$ cat src/rtl/add_sequencer_pkg.sv
// Shared types for the add sequencer: state encoding and default datapath width.
package add_sequencer_pkg;

  localparam int STATE_W       = 2;
  localparam int DEFAULT_WIDTH = 8;

  typedef enum logic [STATE_W-1:0] {
    IDLE   = 2'd0,
    WAIT_B = 2'd1,
    ADD    = 2'd2,
    DONE   = 2'd3
  } state_t;

endpackage

$ cat src/rtl/key_pulse.sv
// Synchronises an active-low pushbutton and emits a one-cycle pulse per press.
// Pulse appears SYNC_STAGES clocks after the falling edge; no backpressure.
module key_pulse #(
  parameter int SYNC_STAGES = 2
) (
  input  logic clock,
  input  logic reset,
  input  logic key_n,
  output logic pulse
);

  logic [SYNC_STAGES-1:0] sync;
  logic                   prev;

  // Reset loads "pressed" so a key held through reset must be released first.
  always_ff @(posedge clock or posedge reset) begin
    if (reset) begin
      sync <= '0;
      prev <= 1'b0;
    end else begin
      sync <= {sync[SYNC_STAGES-2:0], key_n};
      prev <= sync[SYNC_STAGES-1];
    end
  end

  assign pulse = prev & ~sync[SYNC_STAGES-1];

endmodule

$ cat src/rtl/add_sequencer.sv
// Button-stepped operand capture, one-cycle add, and result hold with optional accumulate.
// Result registered on the clock after the B capture; steps arriving during ADD are dropped.
module add_sequencer
  import add_sequencer_pkg::*;
#(
  parameter int WIDTH       = DEFAULT_WIDTH,
  parameter int SYNC_STAGES = 2,
  parameter int COUNT_WIDTH = 4
) (
  input  logic                   clock,
  input  logic                   reset,
  input  logic                   step_n,
  input  logic                   clear,
  input  logic                   mode_acc,
  input  logic [WIDTH-1:0]       data_in,
  output logic [WIDTH-1:0]       op_a,
  output logic [WIDTH-1:0]       op_b,
  output logic [WIDTH-1:0]       sum,
  output logic                   carry_out,
  output logic                   overflow,
  output logic [COUNT_WIDTH-1:0] add_count,
  output logic [STATE_W-1:0]     state,
  output logic                   busy
);

  localparam logic [COUNT_WIDTH-1:0] COUNT_MAX = '1;

  state_t         st;
  logic           step;
  logic [WIDTH:0] add_full;

  key_pulse #(
    .SYNC_STAGES(SYNC_STAGES)
  ) u_key_pulse (
    .clock(clock),
    .reset(reset),
    .key_n(step_n),
    .pulse(step)
  );

  assign add_full = {1'b0, op_a} + {1'b0, op_b};
  assign state    = st;

  always_ff @(posedge clock or posedge reset) begin
    if (reset) begin
      st        <= IDLE;
      op_a      <= '0;
      op_b      <= '0;
      sum       <= '0;
      carry_out <= 1'b0;
      overflow  <= 1'b0;
      add_count <= '0;
      busy      <= 1'b0;
    end else if (clear) begin
      st        <= IDLE;
      op_a      <= '0;
      op_b      <= '0;
      sum       <= '0;
      carry_out <= 1'b0;
      overflow  <= 1'b0;
      add_count <= '0;
      busy      <= 1'b0;
    end else begin
      case (st)
        IDLE: begin
          if (step) begin
            op_a <= data_in;
            st   <= WAIT_B;
          end
        end
        WAIT_B: begin
          if (step) begin
            op_b <= data_in;
            st   <= ADD;
            busy <= 1'b1;
          end
        end
        ADD: begin
          {carry_out, sum} <= add_full;
          overflow         <= overflow | add_full[WIDTH];
          if (add_count != COUNT_MAX)
            add_count <= add_count + COUNT_WIDTH'(1);
          st   <= DONE;
          busy <= 1'b0;
        end
        DONE: begin
          // Accumulate mode chains the held sum into A; op_b waits for the next capture.
          if (step) begin
            op_a <= mode_acc ? sum : data_in;
            st   <= WAIT_B;
          end
        end
        default: begin
          st   <= IDLE;
          busy <= 1'b0;
        end
      endcase
    end
  end

endmodule
$ cat config.mk
export PLATFORM = sky130hd
export DESIGN_NAME = add_sequencer
export DESIGN_NICKNAME = d
export VERILOG_FILES = /design/src/rtl/add_sequencer_pkg.sv /design/src/rtl/key_pulse.sv /design/src/rtl/add_sequencer.sv
export SDC_FILE = /design/constraint.sdc
export NUM_CORES = 1
export LEC_CHECK = 0
export BUFFER_PORTS_ARGS = -buffer_cell sky130_fd_sc_hd__buf_2
export CAP_MARGIN = 20
export CORE_MARGIN = 5
export CORE_UTILIZATION = 45
export CTS_CLUSTER_SIZE = 10
export DETAILED_ROUTE_END_ITERATION = 12
export GPL_TIMING_DRIVEN = 0
export PLACE_DENSITY = 0.69
export SLEW_MARGIN = 20
export SYNTH_ARGS = -nofsm -noshare
export SYNTH_HDL_FRONTEND = slang
export SYNTH_HIERARCHICAL = 1
export SYNTH_SLANG_ARGS = --single-unit
$ cat constraint.sdc
create_clock -name clock -period 2.7 [get_ports clock]
set_clock_uncertainty 0.05 [all_clocks]
set_input_delay 0.81 -clock clock [delete_from_list [all_inputs] [get_ports clock]]
set_output_delay 0.81 -clock clock [all_outputs]
set_load 0.05 [all_outputs]
==> impl_summary.md <==
Outcome
The run finished with clean final reports.

Floorplan
The die outline height is 76.07 µm. The effective utilization at floorplan is between 40% and 50%. The count of pins on the block boundary is 46. The die footprint is ~0.0058 mm².

The total core area is 0.004294 mm². The floorplan has 24 rows. The die outline width is 76.07 µm.

Logic synthesis
The total of warnings raised by yosys is 6. After synthesis, flip-flops and latches occupy 45.86% of the total area. Among all flip-flop cells after synthesis, the most frequent one is dfrtp_1.

The average size of a mapped cell is 9.971 µm². Synthesis handed over a netlist of 197 instances. The number of enable-type register cells in the synthesized netlist is 0. After synthesis the netlist holds a flip-flop and latch count of 36.

The net count of the mapped netlist is 224. After synthesis, the netlist uses 42 different library cells. The total standard cell area after synthesis is 0.001964 mm². After synthesis, the share of flip-flops with an asynchronous set or reset is 100.0%.

STA
The final clock period utilization by the worst path is 86.37%. The count of final setup violators is 0. The relative slew slack is between 50% and 60%.

The final max-slew violation count is 0. The number of endpoints with negative hold slack in the final report is 0. The tightest hold path in the finished design has a slack of 308.6 ps. The worst path in the final design needs a cycle of 2332 ps, including I/O delays and setup. Once routing completed, OpenROAD measured the worst setup slack at 368.1 ps.

Setup repair after global routing left no endpoint under its margin. For the pin with the worst max-slew slack, the measured transition is 707.4 ps. Summed over all failing endpoints, the final setup total negative slack is 0 ps. Based on the critical path, the design can be clocked at up to around 430 MHz.

Clocking
The root cell of the clock tree is clkbuf_8. The number of setup buffers added after CTS is 0. TritonCTS created 5 clock buffers. At the later pin of the worst-skew pair, clock insertion delay measures 300 ps. The clock slew seen by the registers of the worst setup and hold paths is 70 ps. The sink count of the clock tree is 36. TritonCTS built the clock tree. In this run the deepest clock path goes through 2 buffers. Gates resized during post-CTS repair numbered 0. In this run, post-CTS hold repair placed 0 buffers. The clock tree synthesis step divided the H-tree into 2 levels.

Global routing
The wire length of the first global-routing pass is 8645 µm. The initial antenna violation count is 0. The global route total overflow is 0. The via count of the first global-routing pass is 1,728. For this run, the total global-route usage over all layers was measured as 18.30%. The largest net degree at the start of global routing is 34.

Route
For this block, the routed nets add up to 5067 µm of wire. For this block, the initial DRC count from the detailed router was 119. For this block, the via count after detailed routing is about 1,700. The mean number of vias per cell is 5.629. In the final routed layout, each cell accounts on average for 16.78 µm. The DRC violation count after routing is 0. For this run, the detailed router's first-pass iteration total came to 5. The number of nets still failing antenna checks after routing is 0.

Min path
Along the worst hold path, the cell count comes to 0. The path class of the tightest hold or removal check is flip-flop to flip-flop. In this run the most critical hold path is launched from u_key_pulse/sync[0]$_DFF_PP0_. The worst hold path terminates at u_key_pulse/sync[1]$_DFF_PP0_.

Place
Summed over all nets, the half-perimeter wirelength after detailed placement is 3643 µm. The final weighted congestion of routability-driven global placement is about 0.82. At the placement stage, the worst setup path has a slack of 389.8 ps. The number of buffer cells added on primary ports is 45.

After detailed placement, the design holds a cell count of 294. The placed instances occupy a cell area of 0.002255 mm².

Worst setup path
The worst-case reg-to-reg path depth is 6. The path type of the worst setup path is flip-flop to flip-flop. Data on the critical path is required at its endpoint by between 2000 and 3000 ps. The family with the most delay on the worst path is adder cells. Walking the worst path, the cells encountered are ha_1, fa_1, a21o_1, a211oi_2, nor3_1, or4_1. The category of the worst setup path launch point is a flip-flop. The standard cell with the maximum stage delay on the critical path is or4_1. The critical path depth in cells is 6. The launching point of the worst reg2reg path is op_a[0]$_DFFE_PP0P_. The worst register-to-register path has a setup slack of ~370 ps. In this design, the stage delay of the slowest critical-path cell is 500 ps.

The arrival time at the worst endpoint is between 2000 and 2500 ps. In this run the worst path has a maximum fanout of 3. The number of buffers and inverters on the critical path is 0. The kind of end point of the critical path is a flip-flop. The endpoint of the lowest-slack register-to-register path is sum[6]$_DFFE_PP0N_.

Layout
The fraction of final layout cells sized beyond drive strength 1 is 24.00%. For this run, the post-layout net count is 276. The layout overhead on the synthesized area is 20.26%. Leaving out fill and tap cells, the most frequent cell in the layout is buf_2.

The utilization of the core after routing is 55.01%. The sequential standard cell area is 900.9 µm². In the layout the commonest cells are buf_2, dfrtp_1, nand2_1. With fillers left out, the area of the finished cells amounts to 0.002362 mm².

Summing all multi-input logic gate instances after layout gives 0.001003 mm². Fill cells in the final layout number 388. The number of standard cells in the layout, taps in and fillers out is 302. The antenna diode count is 0.

Pwr
The power share of the combinational group is a little over two fifths. Of the total power, registers draw around 34%. The share of total power in the clock network is roughly 23%.

IR analysis of the VDD net gives a maximum drop of 0.7832 mV. The internal portion of total power is 1.135 mW. For this design the ratio of total power to cell area is 861.0 mW/mm². The switching power is 0.8994 mW. Of the total power, the share spent switching nets is 44.22%. Summed over all cells, the static leakage comes to approximately 1.3 nW.

The total power draw is 2.034 mW.

Run
The tool flagged a number of max-cap violations equal to 0.
[layer usage]
metal / GRT usage, % / vias up / part of all wire (%)
li1: - / 819 / -
met1: 24.87 / 806 / 47
met2: 27.91 / 61 / 44
met3: 5.674 / 14 / 5.9
met4: 5.594 / 0 / 2.4
met5: 0 / - / 0
[final cells by class]
cell class	count	share of cell area, %
Timing Repair Buffer	45	9.534
Clock buffer	6	3.072
Clock inverter	2	1.483
Buffer	9	1.589
Multi-Input combinational cell	146	42.48
Tap cell	52	2.754
Inverter	6	0.9534
Sequential cell	36	38.14
[Yosys cell counts (2+ instances only)]
cell type  instances  area share (%)
and3_1             2            0.64
nor2_1            14             2.7
buf_2              3            0.76
a211o_1            3             1.3
a2111oi_0          3             1.3
a21o_1             3             1.1
nand2b_1           5             1.6
o31ai_1            8             3.1
a21oi_1           13             3.3
xor2_1             2            0.89
o21ai_0            2            0.51
nand3_1           11             2.8
o22ai_1            3            0.96
xnor2_1            2            0.89
a211oi_1           3             1.1
inv_1              6             1.1
dfrtp_1           36              46
nand3b_1           2            0.76
o21a_1             2            0.76
nor3_1             2            0.51
nor3b_1            3             1.1
clkbuf_1           6             1.1
mux2i_1           10             5.1
ha_1              13             8.3
nand2_1           23             4.4
[worst max path at each step]
| stage | start | to | slack [ps] |
|---|---|---|---|
| floorplan | op_a[0]$_DFFE_PP0P_ | sum[6]$_DFFE_PP0N_ | 270 |
| global placement | clear | sum[1]$_DFFE_PP0N_ | 380 |
| detailed placement | op_a[0]$_DFFE_PP0P_ | sum[6]$_DFFE_PP0N_ | 390 |
| CTS | op_a[0]$_DFFE_PP0P_ | sum[6]$_DFFE_PP0N_ | 370 |
| global route | op_a[0]$_DFFE_PP0P_ | sum[6]$_DFFE_PP0N_ | 240 |
| finish | op_a[0]$_DFFE_PP0P_ | sum[6]$_DFFE_PP0N_ | 370 |
[power by group through the flow]
stage / logic [mW] / registers (mW) / clock network (mW)
2_1_floorplan: 0.371 / 0.972 / 0
3_3_place_gp: 0.857 / 0.701 / 0
3_5_place_dp: 0.865 / 0.703 / 0
4_1_cts: 0.872 / 0.692 / 0.479
5_1_grt: 0.945 / 0.706 / 0.509
6_report: 0.871 / 0.692 / 0.470
[registers in the layout, indices dropped and copies added (netlist names), 2 cells and up]
signal and count:
op_a 8, op_b 8, sum 8, add_count 4
state 2, u_key_pulse/sync 2
[kinds of logic after synthesis]
logic type      synth area share [%]
fa+ha+maj                      9.300
xor+xnor                       1.784
mux                            5.096
buf+inv                        3.057
flops                          45.86
compound gates                 17.07
simple gates                   17.83
Power figures use the tool's default switching activity.
